<file path="config.mk">
export PLATFORM = sky130hd
export DESIGN_NAME = cordic_angle_sequencer
export DESIGN_NICKNAME = d
export VERILOG_FILES = /design/src/rtl/cordic_angle_sequencer.sv
export SDC_FILE = /design/constraint.sdc
export NUM_CORES = 1
export LEC_CHECK = 0
export ABC_AREA = 0
export BUFFER_PORTS_ARGS = -buffer_cell sky130_fd_sc_hd__buf_2
export CAP_MARGIN = 30
export CORE_MARGIN = 2
export CORE_UTILIZATION = 45
export DETAILED_ROUTE_END_ITERATION = 8
export GPL_TIMING_DRIVEN = 0
export PLACE_DENSITY = 0.69
export RECOVER_POWER = 50
export SYNTH_ARGS = -nofsm -noshare
export SYNTH_HDL_FRONTEND = slang
export SYNTH_SLANG_ARGS = --single-unit
</file>
<file path="constraint.sdc">
create_clock -name clk -period 3.25 [get_ports clk]
set_input_delay 0.325 -clock clk [delete_from_list [all_inputs] [get_ports clk]]
set_output_delay 0.325 -clock clk [all_outputs]
set_load 0.005 [all_outputs]
</file>
<file path="src/rtl/cordic_angle_sequencer.sv">
// cordic_angle_sequencer: streams CORDIC elemental angles and shift indices, one per accepted beat
module cordic_angle_sequencer #(
    parameter int WIDTH      = 20,
    parameter int FRAC       = 15,
    parameter int ITERATIONS = 16,
    parameter int SHIFTW     = 5
) (
    input  logic              clk,
    input  logic              reset,
    input  logic              start,
    input  logic              mode,
    output logic              out_valid,
    input  logic              out_ready,
    output logic [WIDTH-1:0]  angle,
    output logic [SHIFTW-1:0] shift,
    output logic              last,
    output logic              busy,
    output logic              done
);
    typedef enum logic [1:0] {IDLE, RUN, DONE} state_t;

    // floor(atan(2^-i) * 2^30)
    localparam logic [31:0] circ_tbl [32] = '{
        32'h3243F6A8, 32'h1DAC6705, 32'h0FADBAFC, 32'h07F56EA6,
        32'h03FEAB76, 32'h01FFD55B, 32'h00FFFAAA, 32'h007FFF55,
        32'h003FFFEA, 32'h001FFFFD, 32'h000FFFFF, 32'h0007FFFF,
        32'h0003FFFF, 32'h0001FFFF, 32'h0000FFFF, 32'h00007FFF,
        32'h00003FFF, 32'h00001FFF, 32'h00000FFF, 32'h000007FF,
        32'h000003FF, 32'h000001FF, 32'h000000FF, 32'h0000007F,
        32'h0000003F, 32'h0000001F, 32'h0000000F, 32'h00000007,
        32'h00000003, 32'h00000001, 32'h00000000, 32'h00000000
    };

    // floor(atanh(2^-i) * 2^30); entry 0 is never emitted
    localparam logic [31:0] hyp_tbl [32] = '{
        32'h00000000, 32'h2327D4F5, 32'h1058AEFA, 32'h080AC48E,
        32'h04015622, 32'h02002AB1, 32'h01000555, 32'h008000AA,
        32'h00400015, 32'h00200002, 32'h00100000, 32'h00080000,
        32'h00040000, 32'h00020000, 32'h00010000, 32'h00008000,
        32'h00004000, 32'h00002000, 32'h00001000, 32'h00000800,
        32'h00000400, 32'h00000200, 32'h00000100, 32'h00000080,
        32'h00000040, 32'h00000020, 32'h00000010, 32'h00000008,
        32'h00000004, 32'h00000002, 32'h00000001, 32'h00000000
    };

    state_t      state, state_nx;
    logic        mode_q, rep, hold, accept, start_ok;
    logic [5:0]  cnt;
    logic [4:0]  idx;
    logic [31:0] theta;

    // state register
    always_ff @(posedge clk or negedge reset)
        if (!reset) state <= IDLE;
        else state <= state_nx;

    // next state, handshake and table lookup; angle/shift read zero outside a beat
    always_comb begin
        start_ok  = state == IDLE && start;
        out_valid = state == RUN;
        busy      = state != IDLE;
        done      = state == DONE;
        last      = out_valid && cnt == 6'(ITERATIONS - 1);
        accept    = out_valid && out_ready;
        hold      = mode_q && !rep && (idx == 5'd4 || idx == 5'd13);
        theta     = mode_q ? hyp_tbl[idx] : circ_tbl[idx];
        angle     = out_valid ? WIDTH'(theta >> (30 - FRAC)) : '0;
        shift     = out_valid ? SHIFTW'(idx) : '0;
        state_nx  = start_ok ? RUN : (accept && last) ? DONE : done ? IDLE : state;
    end

    // latched mode, beat counter and shift index; hyperbolic i=4,13 are emitted twice
    always_ff @(posedge clk or negedge reset)
        if (!reset) begin
            mode_q <= 1'b0;
            cnt    <= '0;
            idx    <= '0;
            rep    <= 1'b0;
        end else if (start_ok) begin
            mode_q <= mode;
            cnt    <= '0;
            idx    <= {4'b0, mode};
            rep    <= 1'b0;
        end else if (accept) begin
            cnt <= cnt + 6'd1;
            rep <= hold;
            idx <= hold ? idx : idx + 5'd1;
        end
endmodule
</file>
After elaboration in Yosys (flattened, before gate mapping)
Memories as Yosys holds them, arrays and structs flattened.
Cells that the tools add are included.
{ "word_totals": {"regBits": 15, "latchBits": 0, "ram_bits": 0, "mem_bits_ro": 2048, "inputBits": 5, "n_memories": 2} }
{ "classes": {"add_sub_neg": 2, "multipliers": 0, "n_div": 0, "n_lt_le_gt_ge": 1, "eq_ne": 6, "n_shift": 0, "muxes": 17, "bitwise_logic": 1, "n_reduce_logical": 13} }
{ "memory_table": {"columns": ["name", "words", "word_bits", "rd", "rd_ports_with_merged_regs", "wr", "line", "text"], "rows": [
  ["(no name shown)", 32, 32, 1, 0, 0, "66", "theta = mode_q ? hyp_tbl[idx] : circ_tbl[idx];"],
  ["(no name shown)", 32, 32, 1, 0, 0, "66", null]
]} }
{ "op_table": {"columns": ["operator", "count"], "rows": [
  ["$mux 32", 5],
  ["$mux 5", 4],
  ["$mux 17", 1],
  ["$mux 6", 2],
  ["$add 6x1->6 const B", 1],
  ["$eq 6x4->1 const B", 1],
  ["$ge 6x6->1 const B", 1],
  ["$logic_and 1x1->1", 6],
  ["$mux 2", 3],
  ["$not 5->6", 1],
  ["$add 5x1->5 const B", 1],
  ["$eq 5x3->1 const B", 1],
  ["$eq 5x4->1 const B", 1],
  ["$reduce_bool 2->1", 2],
  ["$reduce_bool 3->1", 1],
  ["$eq 2x1->1 const B", 1],
  ["$eq 2x2->1 const B", 1],
  ["$logic_not 2->1", 1],
  ["$mux 1", 2],
  ["$ne 2x1->1 const B", 1],
  ["$reduce_and 2->1", 1],
  ["$logic_not 1->1", 1],
  ["$logic_or 1x1->1", 1]
]} }

Longest topological paths before layout
{ "depth": {"word_depth": 6, "depth_mapped": 6} }

Worst setup path after synthesis
Ideal clock, no wire load.
{ "synth_path": {"path_kind": "reg-to-reg", "from": "reg idx[1]", "to": "reg idx[1]", "setup_ps": 79, "arrival_ps": 1742, "required_time_ps": 3171, "setup_slack_ps": 1429, "stages_incl_launch_ff": 7, "n_path_buf": 0, "period_less_slack_ps": 1821, "cell_sequence": "dfrtp_1 -> inv_1 -> ha_1 -> mux2i_1 -> nor4_1 -> a21o_1 -> mux2i_1"} }
{ "synth_via": {"elab_chain_len": 5} }
{ "synth_lines": {"columns": ["item", "line", "text"], "rows": [
  ["from (decl)", "49", "logic [4:0] idx;"],
  ["from (signal assigned)", "82", "idx <= {4'b0, mode};"],
  ["from (signal assigned)", "87", "idx <= hold ? idx : idx + 5'd1;"],
  ["branches (longest 5 deep; another with $add 5x1->5)", null, null]
]} }
Parallel ways; which one is timed is not known. The select of a mux whose other input is x is not followed.
A chain may end at the register's enable or synchronous reset.

Worst setup path in the final report
{ "layout_path": {"from": "reg idx[0]", "to": "out angle[1]"} }
{ "layout_via": {"elab_chain_len": 6} }
{ "layout_lines": {"columns": ["item", "line", "text"], "rows": [
  ["$not 5->6 (not written as such) *", "66", null],
  ["$mem_v2 32x32", null, null],
  ["$mux 32 (not written as such) (2 in a row)", "66", null],
  ["$mux 32 *", "66", null],
  ["$mux 17 *", "67", "angle = out_valid ? WIDTH'(theta >> (30 - FRAC)) : '0;"],
  ["to (decl)", "14", "output logic [WIDTH-1:0] angle,"]
]} }
Mark *: on every way between the ends. The rest lies on a longest branch, timed or not. The select of a mux whose other input is x is not followed.

==> out/summary.txt <==
Post-CTS setup buffers: 0
Row count: 20
Fin crit share: 0.735
Crit-path slowest cell: dfrtp_1
Type of origin of the critical path: flop
Sequential area share after synthesis: 0.272
Sink Count: 15
Post-synth cell types: 43
Gp weighted congestion: 0.878
Setup Viol. Count Final: 0
Hpwl dp: 2850 um
CTS Buffer Depth: 2
Area of the multi-input gates: 902 um^2
Worst IR Drop VDD: 435 uV
Die width: 59.4 um
Max Cap Violations: 0
Worst skew pair latency: 0.29 ns
WS Path Type: reg -> out
Ant. Diodes: 0
Fillcell total: 312
Post-CTS sizing: 0
Worst-path fanout max: 10
Area growth syn-to-layout: 16.6%
Syn avg cell area: 7.70 um^2
RSZ-0062 raised after global routing: no
Routed vias: 1455
Number of global-route vias before repair: 1375
Die ar.: 3520 um^2
Pleak: 0.000786 uW
Status: finished, final reports clean
CP Data Required Time: 2.92 ns
Largest net degree at the start of global routing: 16
Setup_tns: 0 ns
Ports: 34
Critical path data arrival time: 2.07 ns
Tightest Hold Check Type: in -> reg
Grt ovf: 0
Area of the mapped netlist: 1380 um^2
Worst-margin pin slew: 0.825 ns
Die extent in y: 59.4 um
Mapped Cells: 179
Final hold vios: 0
CP max stage delay: 0.54 ns
Drt wl/cell: 14.8 um
Crit path cell chain: inv_1, ha_1, mux2i_1, nor2_1, a311oi_1, a211oi_1, buf_2
Nets: 233
Clock Skew: 0.00127 ns
CTS Buf Count: 3
FF+latch area: 375 um^2
Remaining antenna violation count after routing: 0
Yosys warning total: 0
First-pass GRT wire length: 6020 um
Number of synthesized register bits: 15
1st-iter DRT viols: 63
Core area: 2980 um^2
Post-synth top area share: 0.272
Power density over cell area: 990 nW/um^2
Clock slew at reported path FFs: 0.09 ns
Power, Total: 1590 uW
Top post-synthesis cells by count: nand2_1 (19), nor2_1 (18), dfrtp_1 (15), o21ai_0 (15), ha_1 (11)
Root Buffer: clkbuf_4
Max-slew violation count: 0
Number of synthesized flops with an enable pin: 0
IO buf count: 28
Htree depth: 1
Via density per instance: 5.84
Total Wirelength: 3700 um
Initial antenna violation count: 0
Asr flop ratio synth: 1.00
Initial core utilization: 0.463
Tmin final: 2.39 ns
CTS tree: done
Fraction of layout cells with a size suffix above 1: 0.199
Slew HR: 0.450
Synth area leader: dfrtp_1
CP Capture Type: output pin
Router iterations before antenna repair: 4
Top-count cell post-synth: nand2_1
Residual DRC: 0
Largest cells by area after synthesis: dfrtp_1 (27%), ha_1 (10%), o21ai_0 (5.4%), nand2_1 (5.2%), mux2i_1 (5.1%)
Main flop type after synthesis: dfrtp_1
Fmax: 0.418 GHz
GRT Total Usage: 0.224
-- sequential cells by signal, summed over array words and instances (netlist names) --
name,cells
idx,5
mode_q,1
cnt,6
rep,1
state,2
-- per-layer routing --
metal | vias to the layer above | global-route usage | wire length, um
met1 | 696 | 0.252 | 1520
li1 | 703 | - | -
met5 | - | 0 | 0
met3 | 11 | 0.0240 | 176
met4 | 0 | 0.110 | 91
met2 | 45 | 0.411 | 1900
-- final timing paths --
kind / end / start / slack, ns / cells past startpoint
hold / removal: mode_q$_DFFE_PN0N_ / mode / 0.25 / 3
min in group asynchronous: cnt[1]$_DFFE_PN0P_ / reset / 0.65 / 2
max in group asynchronous: state[1]$_DFFE_PN0P_ / reset / 2.10 / 2
setup / recovery: angle[1] / idx[0]$_DFFE_PN0P_ / 0.86 / 7
hold reg to reg: rep$_DFFE_PN0P_ / rep$_DFFE_PN0P_ / 0.53 / 1
setup reg to reg: idx[1]$_DFFE_PN0P_ / idx[1]$_DFFE_PN0P_ / 1.05 / 6
-- area by class of cell --
type | count | share of cell area
inverters | 8 | 0.0187
clock buffers | 4 | 0.0163
flip-flops and latches | 15 | 0.233
multi-input cells | 144 | 0.561
plain buffers | 16 | 0.0521
well taps | 33 | 0.0257
repair buffers | 29 | 0.0926
-- power breakdown --
part	internal [uW]	total, uW	switching (uW)
Combinational	460	1100	641
Clock	47.9	112	63.7
Sequential	271	378	107
Total	780	1590	812
-- cell usage in the layout, fill, tap and decap left out, types with 3 or more instances in the layout --
| master | Yosys | routed |
|---|---|---|
| a211oi_1 | 6 | 6 |
| a21oi_1 | 9 | 9 |
| and2_1 | 3 | 3 |
| buf_2 | 4 | 30 |
| buf_4 | 5 | 5 |
| clkbuf_1 | 6 | 8 |
| clkbuf_4 | 0 | 3 |
| conb_1 | 1 | 5 |
| dfrtp_1 | 15 | 15 |
| ha_1 | 11 | 11 |
| inv_1 | 8 | 8 |
| mux2i_1 | 7 | 7 |
| nand2_1 | 19 | 19 |
| nand3_1 | 9 | 9 |
| nor2_1 | 18 | 18 |
| nor3_1 | 8 | 8 |
| o21ai_0 | 15 | 15 |
-- metrics by stage --
stage,instances,cell area (um^2),utilization,setup WS [ns],hold slack [ns]
detailed placement,244,1580,0.529,1.07,0.250
finish,249,1610,0.540,0.860,0.249
CTS,249,1610,0.541,0.841,0.257
global route,249,1610,0.540,0.713,0.328
global placement,244,1580,0.529,1.10,0.246
floorplan,183,1390,-,1.43,0.0294
-- critical path, delay by kind of cell, from the launching register on --
family / cells / cell delay, ns
multiplexers: 1 / 0.16
AO/OA/AOI/OAI: 2 / 0.35
adder cells (fa/ha/maj): 1 / 0.33
flip-flops: 1 / 0.54
AND/OR/NAND/NOR: 1 / 0.06
buffers and inverters: 2 / 0.33
-- kinds of logic (layout without fill, tap and decap cells) --
logic type,count (synthesis),in the layout,share of synthesized area
xor+xnor,2,2,0.0127
compound gates,48,48,0.230
flops,15,15,0.272
buf+inv,24,57,0.0826
simple gates,70,70,0.240
fa+ha+maj,11,11,0.0998
other cells,1,5,0.00272
mux,8,8,0.0590
-- timing repair --
item	4_1_cts	5_1_grt
hold buffers	1	0
endpoints found under the hold margin	15	0
endpoints found under the setup margin	0	0
Power figures use the tool's default switching activity.
